===== config.mk =====
export PLATFORM = sky130hd
export DESIGN_NAME = mem_stream_rr_arbiter
export DESIGN_NICKNAME = d
export VERILOG_FILES = /design/src/rtl/mem_stream_rr_arbiter.sv
export SDC_FILE = /design/constraint.sdc
export NUM_CORES = 1
export LEC_CHECK = 0
export ABC_AREA = 1
export CAP_MARGIN = 5
export CORE_AREA = 2 2 175 177
export CTS_CLUSTER_SIZE = 20
export DETAILED_ROUTE_END_ITERATION = 6
export DIE_AREA = 0 0 177 179
export DONT_BUFFER_PORTS = 1
export SYNTH_ARGS = -nofsm -noshare
export SYNTH_HDL_FRONTEND = slang
export SYNTH_SLANG_ARGS = --single-unit
export TNS_END_PERCENT = 30

===== constraint.sdc =====
create_clock -name clk_i -period 4.2 [get_ports clk_i]
set_input_delay 0.84 -clock clk_i [delete_from_list [all_inputs] [get_ports clk_i]]
set_output_delay 0.84 -clock clk_i [all_outputs]
set_load 0.01 [all_outputs]

===== src/rtl/mem_stream_rr_arbiter.sv =====
// Round-robin arbiter that shares one req/gnt/rvalid memory port among NumReq requesters.
// A request that is not granted right away is locked until it is granted. The index of each
// granted requester goes into an in-order FIFO, and that FIFO routes the memory responses
// back to the right requester.
module mem_stream_rr_arbiter #(
  parameter int unsigned NumReq         = 2,
  parameter int unsigned AddrWidth      = 32,
  parameter int unsigned DataWidth      = 64,
  parameter int unsigned MaxOutstanding = 2
) (
  input  logic                            clk_i,
  input  logic                            rst_ni,
  output logic                            busy_o,
  input  logic [NumReq-1:0]               req_i,
  output logic [NumReq-1:0]               gnt_o,
  input  logic [NumReq*AddrWidth-1:0]     addr_i,
  input  logic [NumReq-1:0]               we_i,
  input  logic [NumReq*DataWidth-1:0]     wdata_i,
  input  logic [NumReq*DataWidth/8-1:0]   strb_i,
  output logic [NumReq-1:0]               rvalid_o,
  output logic [DataWidth-1:0]            rdata_o,
  output logic                            mem_req_o,
  input  logic                            mem_gnt_i,
  output logic [AddrWidth-1:0]            mem_addr_o,
  output logic                            mem_we_o,
  output logic [DataWidth-1:0]            mem_wdata_o,
  output logic [DataWidth/8-1:0]          mem_strb_o,
  input  logic                            mem_rvalid_i,
  input  logic [DataWidth-1:0]            mem_rdata_i
);

  localparam int unsigned IdxW  = (NumReq > 1) ? $clog2(NumReq) : 1;
  localparam int unsigned PtrW  = (MaxOutstanding > 1) ? $clog2(MaxOutstanding) : 1;
  localparam int unsigned CntW  = $clog2(MaxOutstanding + 1);
  localparam int unsigned StrbW = DataWidth / 8;

  localparam logic ST_IDLE   = 1'b0;
  localparam logic ST_LOCKED = 1'b1;

  logic            state_q, state_d;
  logic [IdxW-1:0] idx_q, idx_d;
  logic [IdxW-1:0] ptr_q, ptr_d;
  logic [IdxW-1:0] fifo_q [MaxOutstanding];
  logic [IdxW-1:0] fifo_d [MaxOutstanding];
  logic [PtrW-1:0] wr_q, wr_d;
  logic [PtrW-1:0] rd_q, rd_d;
  logic [CntW-1:0] cnt_q, cnt_d;

  logic [IdxW-1:0] pick, cand, sel, head;
  logic            any_req, full, empty, req_int, fire, pop;

  function automatic logic [PtrW-1:0] ptr_inc(input logic [PtrW-1:0] p);
    return (p == PtrW'(MaxOutstanding - 1)) ? '0 : p + PtrW'(1);
  endfunction

  // Round-robin pick: the first asserted request, searching from ptr+1 and wrapping around
  always_comb begin
    pick    = '0;
    cand    = '0;
    any_req = 1'b0;
    for (int unsigned i = 1; i <= NumReq; i++) begin
      cand = IdxW'((32'(ptr_q) + i) % NumReq);
      if (!any_req && req_i[cand]) begin
        any_req = 1'b1;
        pick    = cand;
      end
    end
  end

  // Selection, handshake and response decode
  always_comb begin
    full    = (cnt_q == CntW'(MaxOutstanding));
    empty   = (cnt_q == '0);
    sel     = (state_q == ST_LOCKED) ? idx_q : pick;
    req_int = ((state_q == ST_LOCKED) || any_req) && !full;
    fire    = req_int && mem_gnt_i;
    pop     = mem_rvalid_i && !empty;
    head    = fifo_q[rd_q];
  end

  // Lock and round-robin pointer. A lock is only entered when a request is issued and not granted.
  always_comb begin
    state_d = state_q;
    idx_d   = idx_q;
    ptr_d   = ptr_q;
    if (fire) begin
      state_d = ST_IDLE;
      ptr_d   = sel;
    end else if (req_int && (state_q == ST_IDLE)) begin
      state_d = ST_LOCKED;
      idx_d   = sel;
    end
  end

  // FIFO of granted indices: push on fire, pop on response. Push and pop together leave the count unchanged.
  always_comb begin
    fifo_d = fifo_q;
    wr_d   = wr_q;
    rd_d   = rd_q;
    cnt_d  = cnt_q;
    if (fire) begin
      fifo_d[wr_q] = sel;
      wr_d         = ptr_inc(wr_q);
    end
    if (pop) begin
      rd_d = ptr_inc(rd_q);
    end
    case ({fire, pop})
      2'b10:   cnt_d = cnt_q + CntW'(1);
      2'b01:   cnt_d = cnt_q - CntW'(1);
      default: cnt_d = cnt_q;
    endcase
  end

  // State registers
  always_ff @(posedge clk_i or negedge rst_ni) begin
    if (!rst_ni) begin
      state_q <= ST_IDLE;
      idx_q   <= '0;
      ptr_q   <= IdxW'(NumReq - 1);
      wr_q    <= '0;
      rd_q    <= '0;
      cnt_q   <= '0;
      for (int unsigned i = 0; i < MaxOutstanding; i++) begin
        fifo_q[i] <= '0;
      end
    end else begin
      state_q <= state_d;
      idx_q   <= idx_d;
      ptr_q   <= ptr_d;
      wr_q    <= wr_d;
      rd_q    <= rd_d;
      cnt_q   <= cnt_d;
      fifo_q  <= fifo_d;
    end
  end

  // Outputs. While reset is asserted they are all forced to zero so live inputs cannot leak through.
  always_comb begin
    gnt_o       = '0;
    rvalid_o    = '0;
    rdata_o     = '0;
    mem_req_o   = 1'b0;
    mem_addr_o  = '0;
    mem_we_o    = 1'b0;
    mem_wdata_o = '0;
    mem_strb_o  = '0;
    busy_o      = 1'b0;
    if (rst_ni) begin
      mem_req_o = req_int;
      if (req_int) begin
        mem_addr_o  = addr_i[sel*AddrWidth +: AddrWidth];
        mem_we_o    = we_i[sel];
        mem_wdata_o = wdata_i[sel*DataWidth +: DataWidth];
        mem_strb_o  = strb_i[sel*StrbW +: StrbW];
      end
      if (fire) begin
        gnt_o[sel] = 1'b1;
      end
      if (pop) begin
        rvalid_o[head] = 1'b1;
      end
      if (mem_rvalid_i) begin
        rdata_o = mem_rdata_i;
      end
      busy_o = (|req_i) || !empty || (state_q == ST_LOCKED);
    end
  end

`ifndef SYNTHESIS
  logic                   hold_q;
  logic [AddrWidth-1:0]   addr_prev_q;
  logic                   we_prev_q;
  logic [DataWidth-1:0]   wdata_prev_q;
  logic [StrbW-1:0]       strb_prev_q;

  // Remember the payload of a request that was issued but not granted
  always_ff @(posedge clk_i or negedge rst_ni) begin
    if (!rst_ni) begin
      hold_q       <= 1'b0;
      addr_prev_q  <= '0;
      we_prev_q    <= 1'b0;
      wdata_prev_q <= '0;
      strb_prev_q  <= '0;
    end else begin
      hold_q       <= req_int && !mem_gnt_i;
      addr_prev_q  <= mem_addr_o;
      we_prev_q    <= mem_we_o;
      wdata_prev_q <= mem_wdata_o;
      strb_prev_q  <= mem_strb_o;
    end
  end

  // Protocol checks
  always_ff @(posedge clk_i) begin
    if (rst_ni) begin
      assert ($onehot0(gnt_o)) else $error("gnt_o not one-hot-or-zero: %b", gnt_o);
      assert ($onehot0(rvalid_o)) else $error("rvalid_o not one-hot-or-zero: %b", rvalid_o);
      assert (cnt_q <= CntW'(MaxOutstanding)) else $error("outstanding count overflow: %0d", cnt_q);
      if (hold_q) begin
        assert ((state_q == ST_LOCKED) && (mem_addr_o == addr_prev_q) && (mem_we_o == we_prev_q) &&
                (mem_wdata_o == wdata_prev_q) && (mem_strb_o == strb_prev_q))
          else $error("payload changed while locked");
      end
      if (mem_rvalid_i && empty) begin
        $warning("mem_stream_rr_arbiter: protocol error, response with no outstanding request dropped");
      end
    end
  end
`endif

endmodule


Word level (Yosys, flattened, before mapping)
Index checks and enable logic that the tools add are counted.

Bitwise operators: 4. $lt $le $gt $ge: 9. Multiplexer cells: 42. Reduce and logical (&&, ||, !) cells: 19. Shift operators: 3. Add/subtract/negate cells: 6. Equality and inequality tests: 3.

Operators with widths (count): 64-bit 2-to-1 mux (4); 128-bit by 8-bit variable part select with 64-bit output (1); 32-bit 2-to-1 mux (2); 64-bit by 7-bit variable part select with 32-bit output (1); 1-bit 2-to-1 mux (25); 8-bit 2-to-1 mux (2); 16-bit by 5-bit variable part select with 8-bit output (1); 1-bit logical AND (8); 1-bit by 2-bit < comparator with 1-bit output (second input constant) (4); 2-bit 2-to-1 mux (4); 1-bit adder (second input constant) (4); 2-bit == test (second input constant) (2); 2-bit >= comparator (second input constant) (2); 1-bit NOT with 2-bit output (2); 2-bit case mux with 2 select lines (1); 2-bit nonzero test (2); 1-bit demux with 1-bit select (3); 1-bit logical NOT (3); 1-bit logical OR (3); 2-bit by 1-bit adder with 2-bit output (second input constant) (1); 2-bit bitwise mux (1); 2-bit by 1-bit == test with 1-bit output (second input constant) (1); 1-bit >= comparator (second input constant) (2); 2-bit logical NOT (1); other kinds (5) (6).

Register bits: 9. Output and inout port bits: 175. Input port bits: 280. Word-level logic and storage cells: 94.

Logic depth before layout (Yosys ltp)
Gate-level depths: netlist (run 1).

Depth after elaboration: 14. Mapped depth: 9. Mapped depth without buffers: 8.

Least setup slack after synthesis (run 1)
Ideal clock, no wire load.

Path type: input -> output. From: in req_i[0]. To: out gnt_o[0]. Stages: 6. Arrival time: 1.718 ns. Slack: 1.642 ns. Cells stage by stage: nand2_1 -> nor2_1 -> nor2_4 -> buf_4 -> buf_2 -> nor3_1.

Word-level cells in the longest chain between the ends: 13. Elaborated cells between the ends (all ways): 21. Classes of those cells: order compare: 2; mux: 13; reduce/logical: 6.

Ends and longest elaborated chain: start: declaration (line 14) `input logic [NumReq-1:0] req_i,`; 1-bit 2-to-1 mux (implied by the code) (2 in a row) (line 63) `if (!any_req && req_i[cand]) begin`; 1-bit 2-to-1 mux (line 63); 1-bit logical NOT (line 63); 1-bit logical AND (line 63); 1-bit 2-to-1 mux (line 63); 1-bit 2-to-1 mux (line 74) `sel = (state_q == ST_LOCKED) ? idx_q : pick;`; 1-bit by 2-bit < comparator with 1-bit output (implied by the code) or 1-bit >= comparator (tied branches) (line 158) `gnt_o[sel] = 1'b1;`; 1-bit logical AND (implied by the code) (line 158); 1-bit 2-to-1 mux (implied by the code) (line 158); 1-bit demux with 1-bit select (line 158); 2-bit 2-to-1 mux (*) (line 157) `if (fire) begin`; 2-bit 2-to-1 mux (*) (line 149) `if (rst_ni) begin`; end: declaration (line 15) `output logic [NumReq-1:0] gnt_o,`.

Mark *: on every way between the ends. The rest lies on a longest branch, timed or not. The select of a mux whose other input is x is not followed.

Worst setup path in the final report (run 1)
From: in req_i[1]. To: out mem_addr_o[2].

Word-level cells in the longest chain between the ends: 10. Elaborated cells between the ends (all ways): 16. Classes of those cells: shift: 1; mux: 11; reduce/logical: 4.

Ends and longest elaborated chain: 1-bit 2-to-1 mux (implied by the code) (2 in a row) (line 63); 1-bit 2-to-1 mux (line 63); 1-bit logical NOT (line 63); 1-bit logical AND (line 63); 1-bit 2-to-1 mux (line 63); 1-bit 2-to-1 mux or 1-bit logical OR (tied branches) (line 74, 75); 64-bit by 7-bit variable part select with 32-bit output or 1-bit logical AND (tied branches) (line 152, 75); 32-bit 2-to-1 mux (*) (line 151) `if (req_int) begin`; 32-bit 2-to-1 mux (*) (line 149); end: declaration (line 24) `output logic [AddrWidth-1:0] mem_addr_o,`.

Marks and branches as above.

==> results of run 1 <==
==> per-layer routing <==
layer	track usage [%]	up-vias	part of all wire [%]
met5	0	-	0
met2	13.7	338	49
met1	7.89	1750	36
li1	-	2025	-
met3	1.46	28	10
met4	4.03	0	4.8
==> cells in the mapped netlist, drive strengths merged <==
library cell,number,area (µm²)
clkbuf,6,22.5
mux2i,1,10.0
o21ai,2,10.0
nand4,2,12.5
nand2,231,870
nand3,4,20.0
xor2,1,8.76
xnor2,2,17.5
ha,1,12.5
dfstp,1,26.3
dfrtp,8,200
buf,34,211
nor2,284,1080
nor3,2,10.0
a21oi,2,10.0
inv,180,676
==> where the power goes <==
part | switching, µW | total (µW) | internal, µW | leakage, µW
sequential | 32.3 | 168 | 136 | 0.000103
clock | 42.8 | 170 | 127 | 0.0000382
combinational | 1190 | 1620 | 423 | 0.00226
total | 1270 | 1950 | 686 | 0.00241
==> flip-flops by register name, indices dropped and copies added (netlist names) <==
signal,count
rd_q,1
idx_q,1
cnt_q,2
state_q,1
ptr_q,1
wr_q,1
fifo_q,2
==> cells in the final DEF, fill, tap and decap left out, types with 3 or more instances in the layout <==
cell       synthesis  layout
dfrtp_1            8       8
nor2_1           282     282
nand3_1            4       4
clkbuf_16          0       3
inv_1            178     178
nand2_1          230     229
buf_4              4       7
==> worst paths after layout <==
check,to,depth (start not counted)
min in group clk_i,ptr_q,2
max reg2reg,cnt_q[1],7
max,mem_addr_o[2],8
max in group asynchronous,ptr_q,0
min,fifo_q[0],0
min reg2reg,ptr_q,2
==> critical path, cell delays in order <==
cell and delay, ns:
nor2_1 0.03, nand2_1 0.18, nand2_2 0.12, nor2_4 0.21
buf_12 0.38, nand2_1 0.10, nor2_1 0.40, buf_4 0.21
==> stage by stage <==
step / std cells / power [µW] / hold WS (ns) / setup slack [ns]
finish: 1131 / 1950 / 0.302 / 0.814
global route: 1131 / 2220 / 0.294 / 0.674
CTS: 1130 / 1980 / 0.298 / 0.708
detailed placement: 1126 / 1800 / 0.459 / 0.713
global placement: 1126 / 1750 / 0.462 / 0.771
floorplan: 761 / 1570 / 0.448 / 1.64
==> layout make-up <==
type	instances	area share, %
multi-input combinational	532	56.8
inverter	180	18.6
tap	396	13.6
sequential	9	6.23
timing repair buffer	9	2.55
clock buffer	4	2.17
antenna	1	0.0688
==> kinds of logic (layout without fill, tap and decap cells) <==
kind of cell	Yosys count	after routing	share of synthesized area [%]
and+or+nand+nor	523	523	62.3
buffers and inverters	220	193	28.4
DFF	9	9	7.08
AOI/OAI and AO/OA	4	4	0.626
xor gates and xnor gates	3	3	0.822
adders and majority gates	1	1	0.391
muxes	1	1	0.313
other	0	1	0
==> flow_summary.yaml, run 1 <==
outcome:
  outcome: "complete, but fails checks"
  violations: "design-rule violations"
setup_path:
  crit_start: "req_i[1]"
  critPathLaunchType: "input pin"
  crit_path_end_kind: "output port"
  path_max_fanout: 103
  worstPathRequired_ns: 3.36
  crit_type: "input pin to output port"
  regToRegSetupSlack_ns: 2.47
  arrival_ns: 2.55
  r2r-start: "state_q"
global_routing:
  grt_start_max_net_pins: 104
  grt_pass1_vias: 2942
  grt_overflow: 0
  grt_usage_pct: 7.42
  grt_pass1_wl_um: 17000
  antenna_found_initial: 1
drt:
  avgViaCountPerCell: 3.66
  drtAntennaViolNets: 0
  via_count: 4141
  drt_wl_total_um: 14100
  dr.pass1.iters: 7
  wl_per_cell_um: 12.5
  drcViolationCount: 3
  drt_iter0_markers: 206
clock_tree:
  clk_pin_slew_ns: 0.04
  clock_latency_ns: 0.23
  cts_made_buffers: 3
  clock_path_buffers: 2
  h-tree-depth: 1
  cts.repair.resized: 0
  cts_tree: "done"
  cts_sinks: 9
  cts_root_buf: "clkbuf_16"
  cts_setup_buffers: 0
  holdBufCountCts: 0
synthesis:
  syn_area_um2: 3200
  syn_inst: 761
  seq_area_frac_synth_pct: 7.08
  synth_nets: 1042
  ys_ff_latch: 9
  ys_types: 21
  yosys_warnings: 0
  avgSynthCellArea_um2: 4.20
timing:
  slew_viol_final: 0
  finalClockSkew_ns: 0.000378
  rsz0062_at_grt: "false"
  maxSlewHeadroom_pct: 48.2
  setup_viol: 0
  fmax_mhz: 295
  tightest_slew_ns: 0.774
  finalCriticalPeriod_ns: 3.39
  finalCritPeriodShare_pct: 80.6
  hold_viol: 0
  setup-tns-final_ns: 0
finish:
  area_growth_pct: 13.7
  postLayoutCellArea_um2: 3640
  drive_above_1_share_pct: 2.59
  multiInputGateArea_um2: 2060
  regArea_um2: 226
  final_core_util_pct: 12.1
  nets: 1016
  n_fill_cell: 3546
floorplan:
  io_pins: 455
  dieArea_um2: 31700
  die_h_um: 179
  placementRows: 64
  coreArea_um2: 30000
  die_x_um: 177
  initial_core_util_pct: 10.6
worst_hold_path:
  min_path_type: "input pin to asynchronous set/reset pin"
placement:
  dp_hpwl_um: 12400
  gp_congestion: 0.891
  place.port_buffers: 0
  place_area_um2: 3550
pwr:
  irDropWorstVdd_uv: 220
  leakage_uw: 0.00241
  pwr_density_cell_nw_per_um2: 538
job:
  maxCapViolCount: 0
Power figures use the tool's default switching activity.
==> run 2, diff against run 1 <==
ABC_AREA = 0   (was 1)
CORE_AREA = 2 2 178 180   (was 2 2 175 177)
DIE_AREA = 0 0 180 182   (was 0 0 177 179)
clock period = 2.8 ns   (was 4.2 ns; I/O delays follow)
==> run 2 against run 1 <==
Net effect:
- the flow now finishes without violations
- sequential share of layout area decreased by 0.88 points
- sequential power grew 62%
- wire length grew 13%
- clock skew increased by 0.0016 ns
- clock power increased by 47%
- power is 75% higher
- non-clock buffer count grew 27
==> flow_summary.yaml, run 2 <==
floorplan:
  coreArea_um2: 31000
  placementRows: 65
  die_x_um: 180
  initial_core_util_pct: 12.1
  dieArea_um2: 32800
  die_h_um: 182
  io_pins: 455
clock_tree:
  clk_pin_slew_ns: 0.04
  clock_latency_ns: 0.23
  cts_sinks: 9
  cts_made_buffers: 3
  cts_root_buf: "clkbuf_16"
  clock_path_buffers: 2
  holdBufCountCts: 0
  cts_setup_buffers: 0
  h-tree-depth: 1
  cts_tree: "done"
  cts.repair.resized: 0
placement:
  gp_congestion: 0.987
  place.port_buffers: 0
  dp_hpwl_um: 12600
job:
  maxCapViolCount: 0
synthesis:
  synth_edf_count: 0
  syn_inst: 521
  async_reset_ff_share_pct: 100
  yosys_warnings: 0
  synth_top_area_share_pct: 35.3
  synthTopCellsByCount: "nand4_1, mux2i_1, and3_1, clkbuf_1, buf_2"
  yosysMostFrequentCell: "nand4_1"
  avgSynthCellArea_um2: 7.19
  ys_ff_latch: 9
  synth_ff_type: "dfrtp_1"
  ys_types: 28
  yosysTopAreaCell: "nand4_1"
  synthTopCellsByArea: "nand4_1, mux2i_1, and3_1"
  synth_nets: 802
  syn_area_um2: 3740
  seq_area_frac_synth_pct: 6.05
setup_path:
  arrival_ns: 2.07
  critPathLaunchType: "flop"
  slowest_stage: "dfrtp_1"
  cp_common_cell: "buf_4"
  regToRegSetupSlack_ns: 0.82
  critPathTopFamily: "buffers and inverters"
  path_cells: "or3_4 > buf_12 > buf_4 > nand4_1 > mux2i_1 > buf_4"
  crit_type: "flop to output port"
  path_max_fanout: 52
  max_stage_delay_ns: 0.45
  worstPathRequired_ns: 2.24
  crit_buf_inv: 3
  crit_path_end_kind: "output port"
drt:
  via_count: 4309
  avgViaCountPerCell: 4.98
  dr.pass1.iters: 5
  drtAntennaViolNets: 0
  drt_wl_total_um: 15900
  wl_per_cell_um: 18.4
  drcViolationCount: 0
  drt_iter0_markers: 322
finish:
  drive_above_1_share_pct: 10.2
  final_core_util_pct: 13.7
  final_cell_mix: "nand4_1, mux2i_1, and3_1, buf_4, buf_12"
  area_growth_pct: 13.1
  nets: 745
  top_regs: "cnt_q: 2 flops, fifo_q: 2 flops"
  mostFrequentLayoutCell: "nand4_1"
pwr:
  pwr_density_cell_nw_per_um2: 810
  leakage_uw: 0.00191
  irDropWorstVdd_uv: 640
timing:
  setup-tns-final_ns: 0
  finalClockSkew_ns: 0.00197
  maxSlewHeadroom_pct: 72.2
  fmax_mhz: 381
  slew_viol_final: 0
  tightest_slew_ns: 0.405
  finalCriticalPeriod_ns: 2.63
  hold_viol: 0
  finalCritPeriodShare_pct: 93.8
  setup_viol: 0
  rsz0062_at_grt: "false"
worst_hold_path:
  min_path_type: "input pin to asynchronous set/reset pin"
global_routing:
  grt_usage_pct: 8.27
  grt_pass1_vias: 3389
  antenna_found_initial: 4
  grt_start_max_net_pins: 287
  grt_pass1_wl_um: 21700
  grt_overflow: 0
outcome:
  outcome: "completed"
-- run 2: cell count changes in the layout (fill, tap and decap cells not counted), sizes merged, moves of 2 or more --
cell | before | now
inv | 180 | 0
and3 | 0 | 67
nand4 | 2 | 211
buf | 9 | 36
a21oi | 2 | 0
nand2 | 231 | 2
mux2 | 0 | 4
o21ai | 2 | 0
nand3 | 4 | 1
mux2i | 1 | 106
nor2 | 284 | 4
nor2b | 0 | 3
-- run 2: report_power, final --
group / total, µW / internal [µW] / switching (µW)
combinational: 2910 / 1140 / 1770
sequential: 272 / 202 / 70.5
clock: 250 / 190 / 59.8
total: 3430 / 1540 / 1900
-- run 2: per-stage QoR --
step / hold WS [ns] / cell area (µm²) / instances / worst slack, ns / total power (µW)
after CTS: 0.0205 / 4230 / 865 / 0.183 / 3450
after global placement: 0.268 / 4150 / 861 / 0.335 / 3140
after floorplan: 0.264 / 3740 / 521 / 0.625 / 2660
after global routing: 0.0184 / 4230 / 866 / 0.0673 / 3660
after detailed placement: 0.268 / 4150 / 861 / 0.318 / 3180
final: 0.0251 / 4230 / 866 / 0.172 / 3430
-- run 2: cells by family (layout without fill, tap and decap cells) --
family	after synthesis	count (layout)	synth area share [%]
fa+ha+maj	1	1	0.334
flops	9	9	6.05
compound gates	4	4	0.903
simple gates	294	294	48.8
other cells	0	1	0
mux	110	110	29.5
buf+inv	98	40	13.2
xor+xnor	5	5	1.17
-- run 2: area by class of cell --
| type | count | area (µm²) |
|---|---|---|
| repair buffers | 36 | 383 |
| well taps | 402 | 503 |
| multi-input cells | 414 | 3040 |
| diodes | 1 | 2.50 |
| flip-flops and latches | 9 | 226 |
| fillers | 3537 | 26800 |
| clock buffers | 4 | 78.8 |
-- run 2: worst reg2reg max path: cells and delay by family (launching register included) --
family / cells / cell delay (ns)
xor+xnor: 1 / 0.14
fa+ha+maj: 1 / 0.29
buf+inv: 1 / 0.21
flops: 1 / 0.44
simple gates: 3 / 0.83
-- run 2: path summary, 6_finish.rpt --
| path | start | endpoint | cells past startpoint |
|---|---|---|---|
| worst max-delay path | state_q | mem_wdata_o[22] | 6 |
| worst min-delay path | rst_ni | fifo_q[0] | 0 |
| worst max register to register | state_q | cnt_q[1] | 6 |
| worst min register to register | rd_q | rd_q | 1 |
| max in group asynchronous | rst_ni | ptr_q | 0 |
| min in group clk_i | mem_gnt_i | state_q | 1 |
-- run 2: per-layer routing --
metal	routed length [µm]	GRT usage (%)	part of all wire (%)	vias to the layer above
met2	7120	12.0	45	277
met3	1750	3.05	11	15
met5	46	0	0.29	-
li1	-	-	-	1989
met4	109	1.04	0.68	6
met1	6910	11.8	43	2022
